`src/rtl/mips_cpu_hilo.sv`:
```
// HI/LO special-register unit: sequences MULT/MULTU/DIV/DIVU/MTHI/MTLO and owns
// the registered operands handed to the external multiplier and divider.
module mips_cpu_hilo #(
    parameter int MUL_LATENCY = 1
) (
    input  logic        clk,
    input  logic        reset,
    input  logic        op_valid,
    input  logic [2:0]  op,
    input  logic [31:0] rs_data,
    input  logic [31:0] rt_data,
    input  logic        rd_req,
    output logic [31:0] mul_a,
    output logic [31:0] mul_b,
    output logic        mul_sign,
    input  logic [63:0] mul_product,
    output logic        div_start,
    output logic        div_sign,
    output logic [31:0] div_dividend,
    output logic [31:0] div_divisor,
    input  logic        div_done,
    input  logic [31:0] div_quotient,
    input  logic [31:0] div_remainder,
    output logic [31:0] hi_out,
    output logic [31:0] lo_out,
    output logic        busy,
    output logic        stall
);

    // cnt only ever holds MUL_LATENCY-1 down to 0
    localparam int CW = (MUL_LATENCY > 1) ? $clog2(MUL_LATENCY) : 1;

    localparam logic [2:0] OP_MULT  = 3'd1;
    localparam logic [2:0] OP_MULTU = 3'd2;
    localparam logic [2:0] OP_MTHI  = 3'd3;
    localparam logic [2:0] OP_MTLO  = 3'd4;
    localparam logic [2:0] OP_DIV   = 3'd5;
    localparam logic [2:0] OP_DIVU  = 3'd6;

    typedef enum logic [1:0] {
        IDLE     = 2'd0,
        MUL_WAIT = 2'd1,
        DIV_WAIT = 2'd2
    } state_t;

    state_t        state, state_n;
    logic [CW-1:0] cnt;
    logic          issue_mul, issue_div, wr_hi, wr_lo, cap_mul, cap_div;

    always_ff @(posedge clk) begin
        if (reset) state <= IDLE;
        else       state <= state_n;
    end

    always_comb begin
        state_n   = state;
        issue_mul = 1'b0;
        issue_div = 1'b0;
        wr_hi     = 1'b0;
        wr_lo     = 1'b0;
        cap_mul   = 1'b0;
        cap_div   = 1'b0;
        case (state)
            IDLE: begin
                if (op_valid) begin
                    case (op)
                        OP_MULT, OP_MULTU: begin
                            issue_mul = 1'b1;
                            state_n   = MUL_WAIT;
                        end
                        OP_DIV, OP_DIVU: begin
                            issue_div = 1'b1;
                            state_n   = DIV_WAIT;
                        end
                        OP_MTHI: wr_hi = 1'b1;
                        OP_MTLO: wr_lo = 1'b1;
                        default: ;
                    endcase
                end
            end
            MUL_WAIT: begin
                if (cnt == '0) begin
                    cap_mul = 1'b1;
                    state_n = IDLE;
                end
            end
            DIV_WAIT: begin
                // divide-by-zero results are taken exactly as the divider delivers them
                if (div_done) begin
                    cap_div = 1'b1;
                    state_n = IDLE;
                end
            end
            default: state_n = IDLE;
        endcase
    end

    always_ff @(posedge clk) begin
        if (reset) begin
            cnt          <= '0;
            mul_a        <= '0;
            mul_b        <= '0;
            mul_sign     <= 1'b0;
            div_start    <= 1'b0;
            div_sign     <= 1'b0;
            div_dividend <= '0;
            div_divisor  <= '0;
            hi_out       <= '0;
            lo_out       <= '0;
        end else begin
            div_start <= issue_div;
            if (issue_mul) begin
                mul_a    <= rs_data;
                mul_b    <= rt_data;
                mul_sign <= (op == OP_MULT);
                cnt      <= CW'(MUL_LATENCY - 1);
            end else if (state == MUL_WAIT && cnt != '0) begin
                cnt <= cnt - 1'b1;
            end
            if (issue_div) begin
                div_dividend <= rs_data;
                div_divisor  <= rt_data;
                div_sign     <= (op == OP_DIV);
            end
            if (cap_mul) begin
                hi_out <= mul_product[63:32];
                lo_out <= mul_product[31:0];
            end else if (cap_div) begin
                hi_out <= div_remainder;
                lo_out <= div_quotient;
            end else begin
                if (wr_hi) hi_out <= rs_data;
                if (wr_lo) lo_out <= rs_data;
            end
        end
    end

    assign busy  = (state != IDLE);
    assign stall = busy & (rd_req | op_valid);

endmodule

```
`config.mk`:
```
export PLATFORM = sky130hd
export DESIGN_NAME = mips_cpu_hilo
export DESIGN_NICKNAME = d
export VERILOG_FILES = /design/src/rtl/mips_cpu_hilo.sv
export SDC_FILE = /design/constraint.sdc
export NUM_CORES = 1
export LEC_CHECK = 0
export BUFFER_PORTS_ARGS = -buffer_cell sky130_fd_sc_hd__clkbuf_2
export CAP_MARGIN = 5
export CORE_AREA = 2 2 153 155
export DETAILED_ROUTE_END_ITERATION = 12
export DIE_AREA = 0 0 155 157
export PLACE_DENSITY = 0.66
export SYNTH_ARGS = -nofsm -noshare
export SYNTH_HDL_FRONTEND = slang
export SYNTH_SLANG_ARGS = --single-unit
```
`constraint.sdc`:
```
create_clock -name clk -period 2.1 [get_ports clk]
set_input_delay 0.315 -clock clk [delete_from_list [all_inputs] [get_ports clk]]
set_output_delay 0.315 -clock clk [all_outputs]
set_load 0.01 [all_outputs]
```
[Word-level counts from Yosys, hierarchy flattened]
Cells that the tools add are included.
Storage, ports and cells
  register bits after elaboration: 198
  input port bits: 200
  output and inout port bits: 197
  logic and storage cells: 62
Cells by class
  add/subtract/negate cells: 1
  eq/ne operators: 12
  muxes and demuxes: 27
  bitwise gates (word level): 2
  reductions and logical operators: 9
Operator list (count)
  32-bit 2-to-1 mux: 6
  1-bit 2-to-1 mux: 16
  3-bit equality test, second input constant: 3
  3-bit by 2-bit equality test with 1-bit output, second input constant: 2
  2-bit 2-to-1 mux: 3
  2-bit != test, second input constant: 3
  2-bit one-hot mux with 3 select lines: 1
  3-bit nonzero test: 2
  2-bit OR reduction: 3
  2-bit one-hot mux with 2 select lines: 1
  4-bit AND reduction: 1
  3-bit by 1-bit equality test with 1-bit output, second input constant: 1
  3-bit by 1-bit != test with 1-bit output, second input constant: 1
  2-bit by 1-bit equality test with 1-bit output, second input constant: 1
  2-bit equality test, second input constant: 1
  2-bit zero test: 1
  2-bit nonzero test: 1
  1-bit AND: 1
  1-bit logical AND: 1
  1-bit OR: 1
  1-bit subtractor, second input constant: 1

[Logic depth before layout (Yosys ltp)]
  depth in word-level cells: 7
  mapped depth: 7
  depth with buffers taken out: 4

[Least setup slack after synthesis]
OpenSTA, ideal clock, no wires.
  path type: register to output
  start: reg state[1]
  end: out stall
  data arrival time: 1.225 ns
  required time: 1.785 ns
  setup slack: 0.560 ns
  stages on the path, launching flop included: 5
  buffers on the path: 2
  cells stage by stage: dfxtp_1 > buf_2 > buf_1 > or2_2 > o21a_1
Between the ends
  cells in the longest elaborated chain, start to end: 2
RTL lines
  start: declaration: RTL line 46  | state_t state, state_n;
  start signal: assignment: RTL line 52  | else state <= state_n;
  2-bit nonzero test: RTL line 138  | assign busy = (state != IDLE);
  named net busy: RTL line 26  | output logic busy,
  1-bit AND: RTL line 139  | assign stall = busy & (rd_req | op_valid);
  end: declaration: RTL line 27  | output logic stall
The timed path passes the listed nets, and every way through them passes these cells.

[Final worst setup path]
  start: reg state[1]
  end: out stall
Between the ends
  cells in the longest elaborated chain, start to end: 2
RTL lines (RTL line)
  2-bit nonzero test: 138
  1-bit AND: 139
No other way between the ends.

==> results.txt <==
The flow ran to the end, and the final reports show no timing, DRC or antenna violations. The max-capacitance violation count is 0. The insertion delay of the later-clocked pin in the worst-skew pair is 430 ps.

Row generation in the floorplan step produced 55 rows. Yosys mapped a number of flops with a built-in enable equal to 0. The first TritonRoute pass finished after 7 iterations.

The number of antenna violations at the first check in global routing is 0. By area the synthesized netlist is led by dfxtp_1, nand2_1, a21oi_1. The number of DRC violations after detailed routing came out at 0.

The antenna diode count is 0. STA classifies the critical path startpoint as a flip-flop. The max-slew headroom at the worst pin is 63.12%. The pin slew with the least headroom to its limit is 553.2 ps.

The depth of the CTS H-tree is 4. Counting instances in the post-synthesis netlist gives the leading cell types as nand2_1, dfxtp_1, a21oi_1, clkbuf_1, nand2b_1. The async set or reset register ratio after synthesis is 0%.

The number of flip-flops and latches in the synthesized netlist came out at 198. In this run the worst setup path begins at state[1]$_SDFFE_PP0P_. The detailed-route via count came out at 8,721. The static leakage power is 4.935 nW.

In the synthesized netlist the dominant register cell turns out to be dfxtp_1. The final-layout fill cell count is 2,265. The total power divided by cell area came out at 790.2 mW/mm2. The synthesized area per cell came out at 8.115 um2.

The mean routed wirelength per cell came out at 18.32 um. The count of yosys warnings during synthesis is 0. The global-route wire length before repair is 45.89 mm. The number of nets handed over by synthesis was 1,226. The library cell occupying the most area in the post-synthesis netlist is dfxtp_1. The count of buffers from port buffering came out at 396.

The overall overflow remaining after global route came out at 0. After synthesis, the largest area contributor takes up 47.61% of total cell area. After the first detailed-routing iteration, the DRC count stood at 666.

The buffer count from post-CTS setup fixing came out at 0. The worst setup path is captured at an output pin. The final weighted congestion in routability-driven placement is 0.9066. At the end of the flow, the number of nets in the layout was 1,575.

The ratio of routed vias to standard cells is 5.213. Clock-pin slew was measured on the worst setup and hold paths at 90 ps. The data required time of the critical path came out at 1780 ps. The final critical delay including setup and external delays is 1981 ps. The cell count after placement came out at 1,641. The top fanout value on the critical path is 16. The worst setup timing slack at the placement stage came out at 238.7 ps. Buffers inserted during clock tree synthesis total 17. The count of distinct cell types in the synthesized netlist is 37.

The worst-case IR drop observed on VDD is 0.5001 mV. The initial core utilization came out at 37.00%. The number of endpoints failing setup at the final stage is 0.

The residual antenna-violating net count after detailed routing is 0. Setup repair after global routing left no endpoint under its margin. In the post-synthesis netlist, the cell with the most instances is nand2_1. Based on the critical path, the design can be clocked at up to 504.7 MHz. The startpoint identified for the worst register-to-register timing path is state[0]$_SDFFE_PP0P_. The number of sinks driven by the clock tree came out at 198.

The post-route worst setup slack came out at 118.6 ps. The number of cells produced by synthesis is 1,026. The vertical extent of the die came out at 157 um. The total routed wirelength is 30.65 mm. The TritonCTS clock tree is done. The count of pins over their slew limit came out at 0. The die outline area is 0.02434 mm2. STA puts the critical path data arrival time at 1670 ps. The number of global-route vias before repair is 8,190.

CTS placed an instance of clkbuf_16 at the clock tree root. During I/O placement, the number of pins put on the boundary was 397. In this run the worst hold path is classified as in -> reg. The global-route usage over all layers is 24.18%. The critical path is of the reg -> out type. The worst hold margin came out at 105.5 ps. The layout cell share with drive strength beyond 1 is 33.86%.

The utilization after layout came out at 49.42%. The region available for standard cell placement spans 0.02250 mm2. Of the synthesized area, sequential elements account for 47.61%. The post-cts repair resize count came out at 0. Once detailed placement completed, the half-perimeter wirelength came to 21.83 mm.

The largest net degree at the start of global routing came out at 73. The final instance count without filler cells came out at 1,673. The number of hold violations in the final report is 0. The number of buffers added to fix hold violations after cts is 0. The area added between synthesis and finish came out at 33.57%.

The post-detailed-placement cell area came out at 0.01051 mm2. The finished cells cover 0.01112 mm2. Counting along the longest clock path gives a buffer depth of 2.

The maximum clock skew at final layout came out at 15.82 ps. The final total negative setup slack is 0 ps. The overall power after layout is 8.788 mW. The ratio of final minimum period to clock period is 94.35%. The synthesized netlist occupies a cell area of 0.008325 mm2. The die width is 155 um. The worst hold path begins at rt_data[0].
==> final timing paths <==
kind	end	slack [ps]	cells after the start
hold reg to reg	mul_a[12]$_SDFFE_PP0P_	450	2
hold / removal	mul_b[0]$_SDFFE_PP0P_	110	3
setup reg to reg	lo_out[13]$_SDFFE_PP0P_	210	4
setup / recovery	stall	120	4
==> worst max-delay path, stage by stage (launching register included) <==
cell and delay, ps:
dfxtp_2 380, buf_4 220, or2_2 360, o21a_1 150, clkbuf_2 130
==> routing by layer <==
layer | share of wire, % | global-route usage, %
met1 | 41 | 29.11
met2 | 49 | 42.16
met3 | 7.7 | 5.865
met4 | 2.7 | 8.510
met5 | 0 | 0
==> where the power goes <==
group          internal [mW]  total (mW)  switching (mW)
logic                  0.557        1.36           0.801
registers               3.94        4.05           0.105
clock network           1.73        3.38            1.66
==> layout make-up <==
type                            instances  area (um2)  share of cell area (%)
Sequential cell                       198        3965                   35.65
Multi-Input combinational cell        705        3809                   34.25
Timing Repair Buffer                  421        2263                   20.35
Clock buffer                           18       429.2                   3.859
Tap cell                              285       356.6                   3.207
Clock inverter                         14       177.7                   1.598
Inverter                               32       120.1                   1.080
==> state kept, by name (all words and copies together), names as in the netlist <==
name	cells
div_start	1
state	2
cnt	1
hi_out	32
mul_sign	1
lo_out	32
mul_b	32
div_divisor	32
mul_a	32
div_sign	1
div_dividend	32
==> logic make-up after synthesis <==
logic type	share of synthesized area [%]
AND/OR/NAND/NOR	20.53
AO/OA/AOI/OAI	24.78
flip-flops	47.61
buffers and inverters	6.973
XOR/XNOR	0.1052
==> cell usage in the layout, fill, tap and decap left out, types with 2 or more instances in the layout <==
| cell | netlist | final |
|---|---|---|
| clkinv_4 | 0 | 2 |
| clkbuf_2 | 0 | 395 |
| or2_2 | 1 | 2 |
| inv_8 | 0 | 5 |
| a22o_1 | 32 | 32 |
| nand3b_1 | 32 | 32 |
| clkbuf_16 | 0 | 17 |
| clkinv_8 | 0 | 2 |
| a221oi_1 | 32 | 32 |
| o22ai_1 | 32 | 32 |
| nor2_1 | 34 | 34 |
| nand2b_2 | 0 | 2 |
| inv_6 | 0 | 2 |
| o32ai_1 | 32 | 32 |
| dfxtp_1 | 198 | 197 |
| buf_4 | 13 | 18 |
| buf_12 | 0 | 7 |
| nand2_1 | 259 | 258 |
| nand2b_1 | 35 | 33 |
| nor3b_2 | 2 | 2 |
| inv_1 | 32 | 32 |
| o21ai_1 | 32 | 32 |
| a21oi_1 | 164 | 164 |
Note: power is estimated with default switching activity, not from simulation.
